[src/rtl/rr_mux_arb.sv]
// ---------------------------------------------------------------------------
// rr_mux_arb
//
// Registered N-channel selector with valid/ready handshakes on every input
// and on the output. One of N producers is chosen each cycle by direct
// select, fixed priority or round-robin. The chosen word is captured in a
// single output register, so the consumer sees a one-cycle-latency stream.
//
// Parameters
//   N     number of input channels (2..16)
//   W     data width in bits
//   SELW  width of sel / out_sel, derived from N (do not override)
//
// Ports
//   clk        sole clock, rising edge
//   reset      synchronous active-high reset
//   mode       00 direct, 01 fixed priority, 10 round-robin, 11 reserved
//   sel        channel index used in direct mode
//   in_valid   per-channel valid, bit i is channel i
//   in_data    packed channel data, channel i at [i*W +: W]
//   in_ready   per-channel ready, combinational, at most one bit set
//   out_valid  registered output valid
//   out_data   registered output data
//   out_sel    index of the channel that supplied out_data
//   out_ready  consumer ready
// ---------------------------------------------------------------------------
module rr_mux_arb #(
  parameter int N    = 5,
  parameter int W    = 8,
  parameter int SELW = $clog2(N)
) (
  input  logic            clk,
  input  logic            reset,
  input  logic [1:0]      mode,
  input  logic [SELW-1:0] sel,
  input  logic [N-1:0]    in_valid,
  input  logic [N*W-1:0]  in_data,
  output logic [N-1:0]    in_ready,
  output logic            out_valid,
  output logic [W-1:0]    out_data,
  output logic [SELW-1:0] out_sel,
  input  logic            out_ready
);

  typedef enum logic [1:0] {
    MODE_DIRECT = 2'b00,
    MODE_FIXED  = 2'b01,
    MODE_RR     = 2'b10,
    MODE_RSVD   = 2'b11
  } mode_e;

  mode_e           mode_s;

  logic            out_valid_q, out_valid_d;
  logic [W-1:0]    out_data_q,  out_data_d;
  logic [SELW-1:0] out_sel_q,   out_sel_d;
  logic [SELW-1:0] ptr_q,       ptr_d;

  logic            load;
  logic            grant_valid;
  logic [SELW-1:0] grant;
  logic            accept;
  logic [W-1:0]    grant_data;

  assign mode_s = mode_e'(mode);

  // The output stage may take a new word when it is empty or when the
  // consumer is draining the current word on this same edge.
  assign load = !out_valid_q || out_ready;

  // Grant selection. Each mode only decides which channel, if any, would
  // be served; whether it is actually acknowledged depends on load and
  // reset further down.
  always_comb begin : grant_logic
    grant_valid = 1'b0;
    grant       = '0;
    unique case (mode_s)
      MODE_DIRECT: begin
        // An out-of-range sel simply matches no channel, so nothing is
        // granted instead of producing a default word.
        for (int i = 0; i < N; i++) begin
          if (sel == SELW'(i) && in_valid[i]) begin
            grant_valid = 1'b1;
            grant       = SELW'(i);
          end
        end
      end
      MODE_FIXED: begin
        for (int i = 0; i < N; i++) begin
          if (!grant_valid && in_valid[i]) begin
            grant_valid = 1'b1;
            grant       = SELW'(i);
          end
        end
      end
      MODE_RR: begin
        // Circular search split into two linear passes: first from ptr up
        // to N-1, then wrap around from 0. The second pass can revisit
        // channels at or above ptr, but those were already found idle.
        for (int i = 0; i < N; i++) begin
          if (!grant_valid && SELW'(i) >= ptr_q && in_valid[i]) begin
            grant_valid = 1'b1;
            grant       = SELW'(i);
          end
        end
        for (int i = 0; i < N; i++) begin
          if (!grant_valid && in_valid[i]) begin
            grant_valid = 1'b1;
            grant       = SELW'(i);
          end
        end
      end
      default: begin
        grant_valid = 1'b0;
        grant       = '0;
      end
    endcase
  end

  // Acknowledge only the granted channel, and only when the output stage
  // can take the word and reset is not active.
  always_comb begin : ready_logic
    in_ready = '0;
    for (int i = 0; i < N; i++) begin
      in_ready[i] = !reset && load && grant_valid && (grant == SELW'(i));
    end
  end

  assign accept = |(in_ready & in_valid);

  // Pick the granted channel's word out of the packed input bus.
  always_comb begin : data_mux
    grant_data = '0;
    for (int i = 0; i < N; i++) begin
      if (grant == SELW'(i)) begin
        grant_data = in_data[i*W +: W];
      end
    end
  end

  // Next-state for the output register and round-robin pointer. On a load
  // cycle without a grant the stage empties but keeps the stale data and
  // index; under backpressure everything holds.
  always_comb begin : next_state
    out_valid_d = out_valid_q;
    out_data_d  = out_data_q;
    out_sel_d   = out_sel_q;
    ptr_d       = ptr_q;
    if (load) begin
      out_valid_d = accept;
      if (accept) begin
        out_data_d = grant_data;
        out_sel_d  = grant;
        if (mode_s == MODE_RR) begin
          ptr_d = (grant == SELW'(N-1)) ? '0 : grant + SELW'(1);
        end
      end
    end
  end

  // State registers with synchronous reset; a reset edge discards any
  // pending output word and restarts round-robin at channel 0.
  always_ff @(posedge clk) begin
    if (reset) begin
      out_valid_q <= 1'b0;
      out_data_q  <= '0;
      out_sel_q   <= '0;
      ptr_q       <= '0;
    end else begin
      out_valid_q <= out_valid_d;
      out_data_q  <= out_data_d;
      out_sel_q   <= out_sel_d;
      ptr_q       <= ptr_d;
    end
  end

  assign out_valid = out_valid_q;
  assign out_data  = out_data_q;
  assign out_sel   = out_sel_q;

endmodule
[config.mk]
export PLATFORM = sky130hd
export DESIGN_NAME = rr_mux_arb
export DESIGN_NICKNAME = d
export VERILOG_FILES = /design/src/rtl/rr_mux_arb.sv
export SDC_FILE = /design/constraint.sdc
export NUM_CORES = 1
export LEC_CHECK = 0
export BUFFER_PORTS_ARGS = -buffer_cell sky130_fd_sc_hd__buf_2
export CAP_MARGIN = 5
export CORE_ASPECT_RATIO = 1.4
export CORE_MARGIN = 2
export CORE_UTILIZATION = 41
export DETAILED_ROUTE_END_ITERATION = 8
export GPL_ROUTABILITY_DRIVEN = 0
export GPL_TIMING_DRIVEN = 0
export PLACE_DENSITY = 0.8
export SYNTH_ARGS = -nofsm -noshare
export SYNTH_HDL_FRONTEND = slang
export SYNTH_SLANG_ARGS = --single-unit
[constraint.sdc]
create_clock -name clk -period 4 [get_ports clk]
set_input_delay 0.6 -clock clk [delete_from_list [all_inputs] [get_ports clk]]
set_output_delay 0.6 -clock clk [all_outputs]
set_load 0.05 [all_outputs]
==> impl_metrics.ini <==
[sta]
layout_worst_path_cycle_share_pct = 94.2
fin_crit_ps = 3770
fin_hold_ws_ps = 477
max_freq_mhz = 265
rsz0062_at_grt = no
setup_viol = 0
hold_violations = 0
tightestPinTransition_ps = 567
slew_headroom_pct = 62.2
fin_skew_ps = 2.45
slew_viol_final = 0

[placement]
dp_cells = 272
dp_hpwl_microns = 3180
port_buffers = 67

[finish]
post_route_cells_drive_above_1_share_pct = 36.4
finalNetCount = 295
n_antenna_cell = 0
syn_to_final_growth_pct = 32.1
final_cell_count_no_fill = 275

[clocking]
root_buffer = clkbuf_8
postCtsHoldBufs = 0
cts_sinks = 15
numCtsBuffers = 3
path_clk_slew_ps = 60
cts_setup_buffers = 0
htreeDepth = 1
postCtsResizedCells = 1
cts_tree = yes
cts_buffer_depth = 2
clkLatencyLatePin_ps = 250

[run_status]
status = finished clean

[synthesis]
synth-edff-count = 0
synth-simple-area-share_pct = 22.5
seq_area_frac_synth_pct = 22.3
synth-xor-area-share_pct = 0
ys_warn_count = 0
synthCells = 166
synth_seq_cells = 15
synth_largest_area_cell = dfxtp_1
synth_nets = 224
synth_top_family_by_area = compound AO/OA/AOI/OAI gates
yosys_most_used_dff = dfxtp_1
synth_compound_area_share_pct = 32.1
syn_area_sq_um = 1350
synthArstFlopShare_pct = 0
synthMuxAreaShare_pct = 12.7
synth_area_per_cell_sq_um = 8.11
yosysUniqueCellTypes = 49
synthAdderAreaFrac_pct = 4.65
synth_top_area_share_pct = 22.3
yosys-top-cells-area = dfxtp_1 (22%), mux2i_1 (9.7%), nand2b_1 (7.0%)

[route]
drt_first_pass_iters = 4
antenna_left = 0
post_drt_wl_per_cell_microns = 14.4
wirelength_microns = 3950
drc = 0
via_count = 1567
vias_per_cell = 5.70
drt_iter0_drc = 81

[power]
p_per_area_nw_per_um2 = 269
p_leak_nw = 0.905
power_w = 0.000478
vdd_drop_max_v = 0.000235

[setup_path]
rrSetupSlack_ps = 690
critPathLaunchType = primary input
rr_startpoint = ptr_q[2]
cp.arrival_ps = 3170
worstSetupEndpointType = output pin
required_ps = 3400
startpoint = in_valid[2]
critPathKind = in -> out
worstPathMaxFanout = 10

[global_route]
grt_util_met2_pct = 40.7
grt.met3_usage_pct = 2.71
grt_use_met1_pct = 25.2
top_usage_layer = met2
grt_pass1_wl_microns = 6380
grtUsageTotal_pct = 21.9
grt_max_degree = 11
grt_overflow_total = 0
antenna_found_initial = 0
grt_pass1_vias = 1502

[floorplanning]
floorplan.initialDensity_pct = 43.1
dieArea_sq_um = 3760
pin_count = 70
core-area_sq_um = 3120
die_h_microns = 71.8
die_w_microns = 52.4
rows = 24

[run]
maxCapViolCount = 0

[hold_path]
hp-start = out_data[1]
hp-class = reg -> reg
## sequential cells by signal (all words and copies together), names as in the netlist
name / count
out_valid: 1
out_data: 8
out_sel: 3
ptr_q: 3
## synthesized netlist by cell type (2+ instances only)
| cell type | instances |
|---|---|
| dfxtp_1 | 15 |
| nand2b_1 | 15 |
| mux2i_1 | 13 |
| nand2_1 | 13 |
| nor2_1 | 10 |
| o21ai_0 | 10 |
| a22oi_1 | 9 |
| inv_1 | 9 |
| a222oi_1 | 8 |
| a21oi_1 | 7 |
| clkbuf_1 | 5 |
| ha_1 | 5 |
| nor2b_1 | 4 |
| and2_1 | 3 |
| a2bb2oi_1 | 2 |
| buf_2 | 2 |
| mux2_4 | 2 |
| o31ai_1 | 2 |
| o32ai_1 | 2 |
## layout by cell type, fill, tap and decap left out, types with 3 or more instances in the layout
master	count
inv_1	9
nand2b_1	15
a21oi_1	6
buf_2	69
a22oi_1	9
nand2_1	13
and2_1	3
ha_1	5
nor2b_1	4
dfxtp_1	15
clkbuf_1	4
nor2_1	10
a222oi_1	8
mux2i_1	13
clkbuf_8	3
o21ai_0	10
## path summary, 6_finish.rpt
path | to | cells past startpoint
min | out_data[1] | 2
max reg2reg | out_data[7] | 12
max | in_ready[2] | 10
min reg2reg | out_data[1] | 2
## metrics by stage
step | utilization, % | setup WS (ps) | setup TNS, ps | area (sq um)
2_1_floorplan | - | 378 | 0 | 1350
3_3_place_gp | 55.4 | -54.5 | -54.5 | 1730
3_5_place_dp | 55.4 | -97.1 | -97.1 | 1730
4_1_cts | 57.0 | 16.9 | 0 | 1780
5_1_grt | 56.9 | 67.4 | 0 | 1780
6_report | 56.9 | 230 | 0 | 1780
## cell families (layout without fill, tap and decap cells)
family	count (synthesis)	after routing
and+or+nand+nor	55	55
DFF	15	15
adders and majority gates	5	5
muxes	16	16
buffers and inverters	19	89
AOI/OAI and AO/OA	56	56
## layout make-up
class,count,area (sq um)
Fill cell,310,1350
Multi-Input combinational cell,132,972
Sequential cell,15,300
Buffer,8,37.5
Clock buffer,3,41.3
Tap cell,39,48.8
Inverter,10,37.5
Timing Repair Buffer,67,335
Clock inverter,1,5.00
## worst max-delay path, stage by stage
cell	delay, ps
buf_2	150
a21bo_2	200
a21oi_1	120
or3b_1	400
o311a_1	390
a21oi_2	250
ha_1	400
clkbuf_2	260
and2_1	140
buf_2	250
## where the power goes
part	switching (W)	internal, W	total, W	leakage, nW
clock	0.0000556	0.0000691	0.000125	0.0255
sequential	0.00000515	0.000159	0.000164	0.122
combinational	0.000115	0.0000744	0.000189	0.758
## routing by layer
layer | part of all wire [%] | up-vias
li1 | - | 770
met1 | 38 | 729
met2 | 54 | 63
met3 | 6.2 | 5
met4 | 1.1 | 0
met5 | 0 | -
Note: power is estimated with default switching activity, not from simulation.
